===== src/rtl/reg_file_rename.sv =====
// reg_file_rename: architectural register file with per-register ROB rename
// tags. Retires ROB commits, records dispatch renames, and serves two
// combinational source lookups (value when idle, producing tag when busy).
//
// Ports:
//   clk_in, rst_n_in        clock, async active-low reset
//   rdy_in                  global enable (low freezes state)
//   flush_in                clears every busy bit and tag
//   rename_*_dp_in          dispatcher destination rename
//   rs1/rs2_dp_in           source indices; *_busy/_val/_rob_dp_out results
//   rdy_commit_rob_in,
//   dest/value/rob_id_rob_in  ROB commit stream
//
// Option: define RF_COMMIT_FWD_EN to bypass a same-cycle matching commit
// onto the source read ports.
module reg_file_rename #(
    parameter int REG_NUM    = 32,
    parameter int REG_WIDTH  = 5,
    parameter int DATA_WIDTH = 32,
    parameter int ROB_WIDTH  = 4
) (
    input  logic                  clk_in,
    input  logic                  rst_n_in,
    input  logic                  rdy_in,
    input  logic                  flush_in,
    input  logic                  rename_en_dp_in,
    input  logic [REG_WIDTH-1:0]  rename_rd_dp_in,
    input  logic [ROB_WIDTH-1:0]  rename_rob_dp_in,
    input  logic [REG_WIDTH-1:0]  rs1_dp_in,
    input  logic [REG_WIDTH-1:0]  rs2_dp_in,
    output logic                  rs1_busy_dp_out,
    output logic                  rs2_busy_dp_out,
    output logic [DATA_WIDTH-1:0] rs1_val_dp_out,
    output logic [DATA_WIDTH-1:0] rs2_val_dp_out,
    output logic [ROB_WIDTH-1:0]  rs1_rob_dp_out,
    output logic [ROB_WIDTH-1:0]  rs2_rob_dp_out,
    input  logic                  rdy_commit_rob_in,
    input  logic [REG_WIDTH-1:0]  dest_rob_in,
    input  logic [DATA_WIDTH-1:0] value_rob_in,
    input  logic [ROB_WIDTH-1:0]  rob_id_rob_in
);

    localparam int LW = 1 + ROB_WIDTH + DATA_WIDTH;

    logic [DATA_WIDTH-1:0] value_q [REG_NUM];
    logic [DATA_WIDTH-1:0] value_d [REG_NUM];
    logic [ROB_WIDTH-1:0]  tag_q   [REG_NUM];
    logic [ROB_WIDTH-1:0]  tag_d   [REG_NUM];
    logic [REG_NUM-1:0]    busy_q;
    logic [REG_NUM-1:0]    busy_d;

    logic commit_ok;
    logic rename_ok;

    assign commit_ok = rdy_in && rdy_commit_rob_in
                       && (dest_rob_in != '0);
    assign rename_ok = rdy_in && rename_en_dp_in
                       && (rename_rd_dp_in != '0);

    always_comb begin
        value_d = value_q;
        tag_d   = tag_q;
        busy_d  = busy_q;
        // Commit value always lands; busy clears only if the committing
        // entry is still the youngest producer of this register.
        if (commit_ok) begin
            value_d[dest_rob_in] = value_rob_in;
            if (busy_q[dest_rob_in]
                && tag_q[dest_rob_in] == rob_id_rob_in) begin
                busy_d[dest_rob_in] = 1'b0;
            end
        end
        if (rdy_in && flush_in) begin
            busy_d = '0;
            for (int i = 0; i < REG_NUM; i++) begin
                tag_d[i] = '0;
            end
        end else if (rename_ok) begin
            busy_d[rename_rd_dp_in] = 1'b1;
            tag_d[rename_rd_dp_in]  = rename_rob_dp_in;
        end
        value_d[0] = '0;
        tag_d[0]   = '0;
        busy_d[0]  = 1'b0;
    end

    always_ff @(posedge clk_in or negedge rst_n_in) begin
        if (!rst_n_in) begin
            busy_q <= '0;
            for (int i = 0; i < REG_NUM; i++) begin
                value_q[i] <= '0;
                tag_q[i]   <= '0;
            end
        end else begin
            busy_q  <= busy_d;
            value_q <= value_d;
            tag_q   <= tag_d;
        end
    end

    // Packed result: {busy, rob, value}
    function automatic logic [LW-1:0] lookup(
        input logic [REG_WIDTH-1:0] rs
    );
        logic [LW-1:0] r;
        r = {busy_q[rs], tag_q[rs], value_q[rs]};
`ifdef RF_COMMIT_FWD_EN
        if (busy_q[rs] && commit_ok && !flush_in
            && dest_rob_in == rs
            && rob_id_rob_in == tag_q[rs]) begin
            r = {1'b0, tag_q[rs], value_rob_in};
        end
`endif
        if (rs == '0) begin
            r = '0;
        end
        return r;
    endfunction

    always_comb begin
        {rs1_busy_dp_out, rs1_rob_dp_out, rs1_val_dp_out} = lookup(rs1_dp_in);
        {rs2_busy_dp_out, rs2_rob_dp_out, rs2_val_dp_out} = lookup(rs2_dp_in);
    end

endmodule


===== config.mk =====
export PLATFORM = sky130hd
export DESIGN_NAME = reg_file_rename
export DESIGN_NICKNAME = d
export VERILOG_FILES = /design/src/rtl/reg_file_rename.sv
export SDC_FILE = /design/constraint.sdc
export NUM_CORES = 2
export LEC_CHECK = 0
export ABC_AREA = 1
export CORE_MARGIN = 2
export CORE_UTILIZATION = 40
export CTS_BUF_LIST = sky130_fd_sc_hd__clkbuf_4
export CTS_CLUSTER_SIZE = 16
export DETAILED_ROUTE_END_ITERATION = 8
export GPL_TIMING_DRIVEN = 0
export PLACE_DENSITY = 0.56
export SYNTH_ARGS = -nofsm -noshare
export SYNTH_HDL_FRONTEND = slang
export SYNTH_SLANG_ARGS = --single-unit

===== constraint.sdc =====
create_clock -name clk_in -period 3.3 [get_ports clk_in]
set_input_delay 0.66 -clock clk_in [delete_from_list [all_inputs] [get_ports clk_in]]
set_output_delay 0.66 -clock clk_in [all_outputs]
set_load 0.01 [all_outputs]

==> impl_results.md <==
* Synth top area cells: dfrtp_1 (45%), o21ai_0 (12%), nand2_1 (12%)
* DR vias at between 70k and 80k
* Total GRT Usage at ~48%
* Core footprint at around 160000 um2
* Gpl congestion at around 1.1
* TritonCTS buffer count at between 300 and 400
* RSZ-0062 raised after global routing: yes
* Final WL at ~400 mm
* Die Span X at around 400 um
* Layout cells sized above 1 at 21.0%
* Post-route ant nets at 0
* Design area at 77600 um2
* CTS root buf: clkbuf_4
* Startpoint Class: primary input
* CP required at approximately 2.6 ns
* Number of I/O pins at between 100 and 150
* Post-Place Setup Slack at -3.62 ns
* CP peak stage delay at approximately 0.66 ns
* Die Y at between 400 and 500 um
* Via-to-Cell Ratio at 6.55
* Nets at 9088
* Post-Place Cell Area at about 67000 um2
* Final hold vios at 0
* Setup ws final at -0.562 ns
* Initial DRC count at 11.9k
* Max Fclk at 259 MHz
* Vias in the first global route at 69.3k
* Post-layout util at between 40% and 50%
* Worst Setup Path Type: primary input to output pin
* CP arrival at ~3.2 ns
* Max Buffers Root-to-Sink at 4
* Syn avg cell area at about 7.5 um2
* # rows at between 100 and 150
* Status: complete, but fails checks
* Peak supply drop at between 0.4 and 0.5 mV
* Clk_lat worst skew at around 1.5 ns
* Area share of the largest cell type after synthesis at 45.5%
* Slew HR at -5.26%
* Worst R2R Start: busy_q[22]
* Largest net degree at the start of global routing at 158
* Leakage power at 33.2 nW
* Setup tns final at -27.26 ns
* Mapped Cells at 8428
* Hold Path Origin: rename_rob_dp_in[2]
* Initial antenna violation count at between 40 and 50
* WL/cell at 35.5 um
* Initial core utilization at 40.3%
* Commonest non-fill, non-tap cell in the layout: nand2_1
* Final Setup Violations at between 70 and 80
* Hold crit path type: primary input to flip-flop
* Max-slew violation count at 22
* Dpl cells at 10.6k
* Post-synthesis sequential area ratio at between 40% and 50%
* Cell repeated most along the worst path: buf_2
* Final std cells w/o fill at 11.3k
* Synthesis-to-layout area growth at 23.1%
* Yosys reg bits at about 1.1k
* Period utilisation layout at 117%
* FILL cells at roughly 16k
* Clock transition at path regs at around 0.06 ns
* CTS tree: built
* Hold path endpoint: tag_q[22]
* Max cap viols at 2
* Critical-path top delay cell: clkbuf_1
* Post-synth top area cell: dfrtp_1
* Worst path cell trace: clkbuf_1 > clkbuf_4 > buf_2 > nand3_2 > o31ai_4 > buf_2
* CTS H-tree depth at 5
* CP Max Fanout at 10
* Net Count, Synth at 8494
* Hold path cells at 3
* DRC at 1
* Hpwl dp at 295 mm
* Capturing point of the worst reg2reg path: busy_q[11]
* R2R Setup Slk at roughly 0.71 ns
* PD cells at around 530 nW/um2
* Crit path launch: rs1_dp_in[4]
* Synth cell types at 36
* Most frequent cells in the layout: nand2_1 (1939), o21ai_0 (1280), dfrtp_1 (1131)
* First-pass GRT wire length at 547 mm
* Die area at 161000 um2
* Crit path time final at 3.86 ns
* CP endpoint kind: output pin
* Failing checks: DRC, capacitance limit, slew limit, setup timing
* Syn Std Cell Area at approximately 63000 um2
* Slew @ Worst Pin at 1.58 ns
* Drt first pass iters at 9
* Final Skew at around 0.083 ns
* FF-to-FF path depth at 15
* Global route total overflow at 0
* CTS sink count at 1147
* Yosys warns at 0
* Input/output buffers at around 130
[metrics by stage]
| step | hold WS (ns) | total power [mW] |
|---|---|---|
| after floorplan | 0.364 | 21.2 |
| after global placement | 0.470 | 25.0 |
| after detailed placement | 0.478 | 25.1 |
| after CTS | 0.000896 | 40.0 |
| after global routing | 0.0112 | 42.4 |
| final | 0.0785 | 41.1 |
[sequential cells by signal, indices dropped and copies added (netlist names)]
| name | cells |
|---|---|
| value_q | 992 |
| tag_q | 124 |
| busy_q | 31 |
[power breakdown]
| part | switching, mW | internal (mW) | total (mW) |
|---|---|---|---|
| Combinational | 6.70 | 2.79 | 9.49 |
| Sequential | 1.28 | 15.9 | 17.2 |
| Clock | 7.16 | 7.27 | 14.4 |
[worst max path at each step]
| stage | to | slack (ns) | cells past startpoint |
|---|---|---|---|
| 3_5_place_dp | rs1_val_dp_out[19] | -3.62 | 11 |
| 5_1_grt | rs1_val_dp_out[18] | -0.50 | 5 |
| 6_report | rs1_val_dp_out[21] | -0.56 | 6 |
| 4_1_cts | rs1_val_dp_out[21] | -0.42 | 5 |
| 2_1_floorplan | rs1_busy_dp_out | 0.54 | 8 |
| 3_3_place_gp | value_q[37] | -54.23 | 1 |
[final cells by class]
| type | count | area (um2) | area share [%] |
|---|---|---|---|
| Buffer | 798 | 4730 | 6.09 |
| Multi-Input combinational cell | 5983 | 33400 | 43.0 |
| Antenna cell | 25 | 62.6 | 0.0806 |
| Tap cell | 2058 | 2570 | 3.32 |
| Inverter | 500 | 1890 | 2.44 |
| Timing Repair Buffer | 236 | 2070 | 2.67 |
| Clock inverter | 64 | 347 | 0.446 |
| Sequential cell | 1147 | 28700 | 37.0 |
| Clock buffer | 508 | 3810 | 4.91 |
[cell usage after synthesis (all sizes together)]
| master | count |
|---|---|
| o22ai | 138 |
| a221oi | 50 |
| buf | 191 |
| a31oi | 37 |
| nand2 | 1956 |
| inv | 500 |
| o32ai | 3 |
| o21ai | 1673 |
| nor2 | 263 |
| o211ai | 232 |
| o31ai | 74 |
| dfrtp | 1147 |
| clkbuf | 607 |
| nor3 | 182 |
| a22oi | 74 |
| nand4 | 31 |
| a21oi | 636 |
| nand3 | 480 |
| or2 | 2 |
| a211oi | 152 |
[timing repair]
item | 4_1_cts | 5_1_grt
hold buffers | 25 | 0
endpoints found under the setup margin | 74 | 75
gates resized for setup | 1673 | 532
hold endpoints to repair | 422 | 0
pin swaps | 258 | 278
setup buffers | 36 | 37
[critical path: cells and delay by family]
kind / cells / cell delay [ns]
and+or+nand+nor: 1 / 0.31
AOI/OAI and AO/OA: 1 / 0.21
buffers and inverters: 4 / 1.97
[kinds of logic after synthesis]
kind of cell	Yosys count	synth area share, %
AO/OA/AOI/OAI	3069	27.3
flip-flops	1147	45.5
buffers and inverters	1298	8.10
AND/OR/NAND/NOR	2914	19.1
[routing by layer]
layer	vias to the layer above	share of wire [%]	track usage [%]
li1	30400	-	-
met4	36	7.3	29.9
met3	1580	15	21.2
met5	-	0.12	0.743
met2	6123	40	66.8
met1	36000	37	61.6
Note: power is estimated with default switching activity, not from simulation.
